File: config.mk
export PLATFORM = sky130hd
export DESIGN_NAME = jt007232_romarb
export DESIGN_NICKNAME = d
export VERILOG_FILES = /design/src/rtl/jt007232_romarb.sv
export SDC_FILE = /design/constraint.sdc
export NUM_CORES = 1
export LEC_CHECK = 0
export BUFFER_PORTS_ARGS = -buffer_cell sky130_fd_sc_hd__buf_2
export CAP_MARGIN = 40
export CORE_AREA = 3 3 84 86
export DETAILED_ROUTE_END_ITERATION = 8
export DIE_AREA = 0 0 87 89
export PLACE_DENSITY_LB_ADDON = 0.25
export SLEW_MARGIN = 25
export SYNTH_ARGS = -nofsm -noshare
export SYNTH_HDL_FRONTEND = slang
export SYNTH_SLANG_ARGS = --single-unit
File: constraint.sdc
create_clock -name clk -period 2.3 [get_ports clk]
set_input_delay 0.46 -clock clk [delete_from_list [all_inputs] [get_ports clk]]
set_output_delay 0.46 -clock clk [all_outputs]
set_load 0.02 [all_outputs]
File: src/rtl/jt007232_romarb.sv
// ============================================================================
// Module   : jt007232_romarb
// Function : Shared ROM bus arbiter for the two 007232 PCM channels; each
//            channel holds a one-byte tagged cache, misses go round-robin.
// Revision : 1.0
// ============================================================================
`default_nettype none

module jt007232_romarb #(
    parameter int BSEL = 0
) (
    input  logic        rst,
    input  logic        clk,
    input  logic [16:0] roma_addr,
    input  logic        roma_cs,
    output logic        roma_ok,
    output logic [7:0]  roma_dout,
    input  logic [16:0] romb_addr,
    input  logic        romb_cs,
    output logic        romb_ok,
    output logic [7:0]  romb_dout,
    output logic [17:0] rom_addr,
    output logic        rom_cs,
    input  logic        rom_ok,
    input  logic [7:0]  rom_data
);

    localparam logic [0:0] S_IDLE = 1'b0;
    localparam logic [0:0] S_WAIT = 1'b1;

    logic [0:0]  r_state;
    logic [16:0] r_tag_a, r_tag_b, r_req_addr;
    logic [7:0]  r_data_a, r_data_b;
    logic        r_valid_a, r_valid_b;
    logic        r_last;     // 0 = channel A, 1 = channel B
    logic        r_owner;
    logic [17:0] r_rom_addr;
    logic        r_rom_cs;

    logic        w_hit_a, w_hit_b, w_miss_a, w_miss_b, w_pick, w_chan_bit;
    logic [16:0] w_pick_addr;

    assign w_hit_a  = roma_cs && r_valid_a && (r_tag_a == roma_addr);
    assign w_hit_b  = romb_cs && r_valid_b && (r_tag_b == romb_addr);
    assign w_miss_a = roma_cs && !w_hit_a;
    assign w_miss_b = romb_cs && !w_hit_b;

    // With both channels missing, the one not served last wins
    assign w_pick      = (w_miss_a && w_miss_b) ? ~r_last : w_miss_b;
    assign w_pick_addr = w_pick ? romb_addr : roma_addr;
    assign w_chan_bit  = (BSEL != 0) ? w_pick : 1'b0;

    assign roma_ok   = w_hit_a;
    assign romb_ok   = w_hit_b;
    assign roma_dout = r_data_a;
    assign romb_dout = r_data_b;
    assign rom_addr  = r_rom_addr;
    assign rom_cs    = r_rom_cs;

    always_ff @(posedge clk) begin
        if (rst) begin
            r_state    <= S_IDLE;
            r_tag_a    <= '0;
            r_tag_b    <= '0;
            r_data_a   <= '0;
            r_data_b   <= '0;
            r_valid_a  <= 1'b0;
            r_valid_b  <= 1'b0;
            r_last     <= 1'b1;
            r_owner    <= 1'b0;
            r_req_addr <= '0;
            r_rom_addr <= '0;
            r_rom_cs   <= 1'b0;
        end else begin
            case (r_state)
                S_IDLE: begin
                    if (w_miss_a || w_miss_b) begin
                        r_owner    <= w_pick;
                        r_last     <= w_pick;
                        r_req_addr <= w_pick_addr;
                        r_rom_addr <= {w_chan_bit, w_pick_addr};
                        r_rom_cs   <= 1'b1;
                        r_state    <= S_WAIT;
                    end
                end
                S_WAIT: begin
                    // The fill always stores the launched address, never the live one
                    if (rom_ok) begin
                        if (r_owner) begin
                            r_data_b  <= rom_data;
                            r_tag_b   <= r_req_addr;
                            r_valid_b <= 1'b1;
                        end else begin
                            r_data_a  <= rom_data;
                            r_tag_a   <= r_req_addr;
                            r_valid_a <= 1'b1;
                        end
                        r_rom_cs <= 1'b0;
                        r_state  <= S_IDLE;
                    end
                end
                default: begin
                    r_rom_cs <= 1'b0;
                    r_state  <= S_IDLE;
                end
            endcase
        end
    end

endmodule

`default_nettype wire
### Word level (Yosys, flattened, before mapping)

Cells that the tools add are included.

| cells by class | value |
|---|---|
| bitwise operators | 3 |
| mux-type cells | 8 |
| magnitude comparators | 0 |
| shifts and indexed selects | 0 |
| div/mod/pow operators | 0 |
| equal/unequal tests | 4 |
| $mul | 0 |
| add/sub/neg operators | 0 |
| reduce and logical (&&, ||, !) cells | 14 |

Operators with widths:

| operator | number |
|---|---|
| $eq 17x17->1 | 2 |
| $mux 17 | 1 |
| $logic_and 1x1->1 | 7 |
| $reduce_and 3->1 | 2 |
| $mux 1 | 5 |
| $ne 2x2->1 const B | 2 |
| $pmux 1 s2 | 2 |
| $reduce_and 2->1 | 2 |
| $not 1->1 | 3 |
| $logic_not 1->1 | 2 |
| $logic_or 1x1->1 | 1 |

| storage, ports and cells | value |
|---|---|
| input bits | 47 |
| output and inout bits | 37 |
| bits in writable memories | 0 |
| logic and storage cells | 40 |
| memories kept | 0 |
| memory bits (read-only) | 0 |
| latch bits | 0 |
| bits in registers | 73 |

### Depth between registers and ports, before layout

| logic depth | value |
|---|---|
| word-level depth | 7 |
| mapped depth | 8 |
| gate-level depth less buffers | 6 |

### Least setup slack after synthesis

No wires, ideal clock.

| timing | value |
|---|---|
| path type | in2out |
| start point | in romb_addr[7] |
| end point | out romb_ok |
| data arrival time | 1.775 ns |
| path buffers | 0 |
| path slack | 0.065 ns |
| cell stages on the path | 4 |
| cells stage by stage | xor2_1 > nor4b_2 > nand3_1 > nor4_1 |

| on the way | value |
|---|---|
| word-level cells in the longest chain between the ends | 2 |

Ends and longest elaborated chain:

| element | RTL line | text |
|---|---|---|
| start, declared | 18 | `input logic [16:0] romb_addr,` |
| $eq 17x17->1 | 44 | `assign w_hit_b = romb_cs && r_valid_b && (r_tag_b == romb_addr);` |
| $logic_and 1x1->1 | 44 |  |
| end, declared | 20 | `output logic romb_ok,` |

Every way passes these cells.

### Final worst setup path

| timing | value |
|---|---|
| start point | reg r_tag_a[5] |
| end point | out roma_ok |

| on the way | value |
|---|---|
| word-level cells in the longest chain between the ends | 2 |

Ends and longest elaborated chain:

| element | RTL line | text |
|---|---|---|
| start, declared | 32 | `logic [16:0] r_tag_a, r_tag_b, r_req_addr;` |
| start signal, assigned | 95 | `r_tag_a <= r_req_addr;` |
| $eq 17x17->1 | 43 | `assign w_hit_a = roma_cs && r_valid_a && (r_tag_a == roma_addr);` |
| $logic_and 1x1->1 | 43 |  |
| end, declared | 16 | `output logic roma_ok,` |

Every way passes these cells.

==> summary.txt <==
STA
  – Hold_ws: 0.350 ns
  – FMAX: 0.434 GHz
  – Worst-Margin Slew: 0.579 ns
  – Setup WS post-layout: -0.00238 ns
  – Hold Fails Final Rpt: 0
  – Final setup violation count: 1
  – Period utilisation layout: 100%
  – Slew headroom: 61.4%
  – RSZ-0062 raised after global routing: true
  – Final Skew: 0.00993 ns
  – Fin crit period: 2.30 ns
  – Count of final max-slew check failures: 0

Detailed routing
  – Initial DRC Count: 299
  – Average wire per standard cell: 17.3 um
  – Routed vias: 3342
  – Vias/cell: 5.75
  – TritonRoute pass-1 iters: 6
  – Count of antenna-violating nets left after detailed routing: 0
  – Total routed wirelength: 10.0 mm
  – Residual DRC: 0

Critical path
  – Largest fanout on the critical path: 2
  – Worst r2r src: r_tag_b[14]$_SDFFE_PP0P_
  – Worst endpoint data arrival time: 1.84 ns
  – Crit path kind: reg2out
  – Startpoint Class: register
  – Critical Path Sink Type: output port
  – R2R depth: 8
  – Reg-to-reg slack, setup: 0.09 ns
  – Crit Reg-Reg Endpoint: rom_addr[8]$_SDFFE_PP0P_
  – Critical path data required time: 1.84 ns

Floorplan
  – Initial Util: 52.8%
  – Die area: 7740 um^2
  – Die height: 89 um
  – # IOs: 84
  – Die X: 87 um
  – Std-Cell Rows: 29
  – CORE AREA: 6350 um^2

Global routing
  – Vias in the first global route: 3192
  – GRT overflow: 0
  – Initial antenna violation count: 0
  – First-pass GRT wire length: 15.8 mm
  – GRT Overall Usage: 26.1%
  – Pin count of the biggest net entering global routing: 34

Synthesis
  – Number of flops mapped to enable cells by yosys: 0
  – Cells after synthesis: 413
  – Commonest cells post-synth: 107 x nand2_1, 73 x dfxtp_1, 53 x a21oi_1
  – Cell taking the most area after synthesis: dfxtp_1
  – Synth Cell Area: 3350 um^2
  – Syn Nets: 460
  – Top-area cell type share of the netlist area: 43.6%
  – Top_reg_cell synth: dfxtp_1
  – Synthesis Warnings: 0
  – Post-synth cell types: 37
  – Number of synthesized register bits: 73
  – Cell with the most instances after synthesis: nand2_1
  – Mean post-synth cell area: 8.12 um^2
  – Post-synth ARST share: 0%
  – Sequential cell area fraction in the yosys report: 43.6%
  – Main area contributors after synthesis: dfxtp_1 44%, nand2_1 12%, a21oi_1 7.9%

Worst hold path
  – Hold worst-path end: r_state$_SDFF_PP0_
  – WHS Path Cells: 2
  – Hold Path Origin: rom_ok
  – Worst hold path type: in2reg

Power
  – Switch Pwr: 0.865 mW
  – Internal Pwr Total: 2.05 mW
  – Comb pwr share: 18.0%
  – Max IR drop VDD: 0.000506 V
  – Pwr/cell area: 675 nW/um^2
  – Clock Power Share: 34.7%
  – Switching share of power: 29.7%
  – Leakage: 1.70 nW
  – Flop pwr share: 47.4%

Clock network
  – Hold-fix buffer count after cts: 0
  – Setup bufs post-CTS: 0
  – # H-tree levels: 3
  – Clock buffer depth: 2
  – Clock sinks: 73
  – Clk Latency, worst-skew pair: 0.34 ns
  – CTS Root Cell: clkbuf_8
  – TritonCTS clock tree: yes
  – Reg clk slew, reported paths: 0.07 ns
  – TritonCTS buffer count: 9

Placement
  – Global placement routability congestion: 0.925
  – Post-DP Area: 3940 um^2
  – Placed Instances: 565
  – Input/output buffers: 82
  – Hpwl dp: 6.92 mm

Final layout
  – Layout net count: 546
  – Area growth syn-to-layout: 28.8%
  – Final std cells w/o fill: 581
  – Ant. Diodes: 0
  – Finished Cell Area: 4320 um^2
  – Layout cells sized above 1: 31.3%
  – FILL cells: 528

Flow run
  – Max_cap viols: 0

Run status
  – Failing checks: setup timing
  – Status: finished with violations
[timing repair]
item / in CTS / in global routing
resized for setup: 8 / 22
endpoints found under the setup margin: 2 / 8
pin swaps: 5 / 12
[per-stage QoR]
stage	worst slack [ns]	setup TNS, ns	utilization, %	power, mW
after global placement	-0.0146	-0.0146	62.0	1.89
after detailed placement	-0.0889	-0.585	62.0	1.90
after floorplan	0.0651	0	-	1.69
after CTS	0.0110	0	66.0	2.89
final	-0.00238	-0.00238	68.0	2.92
after global routing	-0.0532	-0.0987	68.0	3.03
[kinds of logic (layout without fill, tap and decap cells)]
group | after synthesis | in the layout | share of synthesized area [%]
buffers and inverters | 31 | 122 | 3.95
XOR/XNOR | 34 | 34 | 8.88
flip-flops | 73 | 73 | 43.6
AND/OR/NAND/NOR | 179 | 179 | 24.2
AO/OA/AOI/OAI | 95 | 95 | 19.2
other | 1 | 1 | 0.112
[worst max-delay path by stage]
stage / start / to / slack, ns / cells past startpoint
final: r_tag_a[5]$_SDFFE_PP0P_ / roma_ok / -0.002 / 5
after CTS: r_tag_b[7]$_SDFFE_PP0P_ / romb_ok / 0.01 / 6
after global placement: romb_addr[12] / r_last$_SDFFE_PP1P_ / -0.01 / 9
after global routing: r_tag_a[5]$_SDFFE_PP0P_ / roma_ok / -0.05 / 5
after floorplan: romb_addr[7] / romb_ok / 0.07 / 4
after detailed placement: romb_addr[4] / rom_addr[1]$_SDFFE_PP0P_ / -0.09 / 9
[metal layers]
layer | GRT usage [%] | up-vias | wire (um)
met5 | 0 | - | 0
met4 | 8.07 | 0 | 193
met3 | 6.64 | 18 | 771
met2 | 44.4 | 153 | 4840
met1 | 32.6 | 1564 | 4220
li1 | - | 1607 | -
[worst max-delay path: stages, from the launching register on]
cell and delay [ns]:
dfxtp_2 0.34, xor2_2 0.20, nor4_4 0.34, nand3_2 0.13, nor4_2 0.28, buf_2 0.20
[placed cells by master, fill, tap and decap left out, drive strengths merged, types with 3 or more instances in the layout]
cell type	count
a21oi	53
a311oi	18
buf	105
clkbuf	11
dfxtp	73
nand2	107
nand2b	3
nand3	20
nor2	7
nor3	19
nor4	9
o21ai	17
xnor2	13
xor2	21
[state kept, by name, indices dropped and copies added (netlist names)]
| signal | flops |
|---|---|
| r_tag_b | 17 |
| r_tag_a | 17 |
| romb_dout | 8 |
| r_valid_a | 1 |
| roma_dout | 8 |
| rom_addr | 17 |
| r_owner | 1 |
| rom_cs | 1 |
| r_last | 1 |
| r_valid_b | 1 |
| r_state | 1 |
[power groups by stage]
stage	Clock (mW)	Combinational, mW	Sequential [mW]
after detailed placement	0	0.488	1.41
after global placement	0	0.481	1.41
after global routing	1.08	0.563	1.39
after floorplan	0	0.245	1.44
after CTS	1.02	0.499	1.38
final	1.01	0.524	1.38
[area by class of cell]
cell class	instances	area, um^2	area share [%]
clock inverters	5	55.1	1.27
repair buffers	105	614	14.2
flip-flops and latches	73	1470	34.0
clock buffers	11	141	3.27
well taps	77	96.3	2.23
inverters	1	3.75	0.0869
multi-input cells	309	1940	44.9
Note: power is estimated with default switching activity, not from simulation.
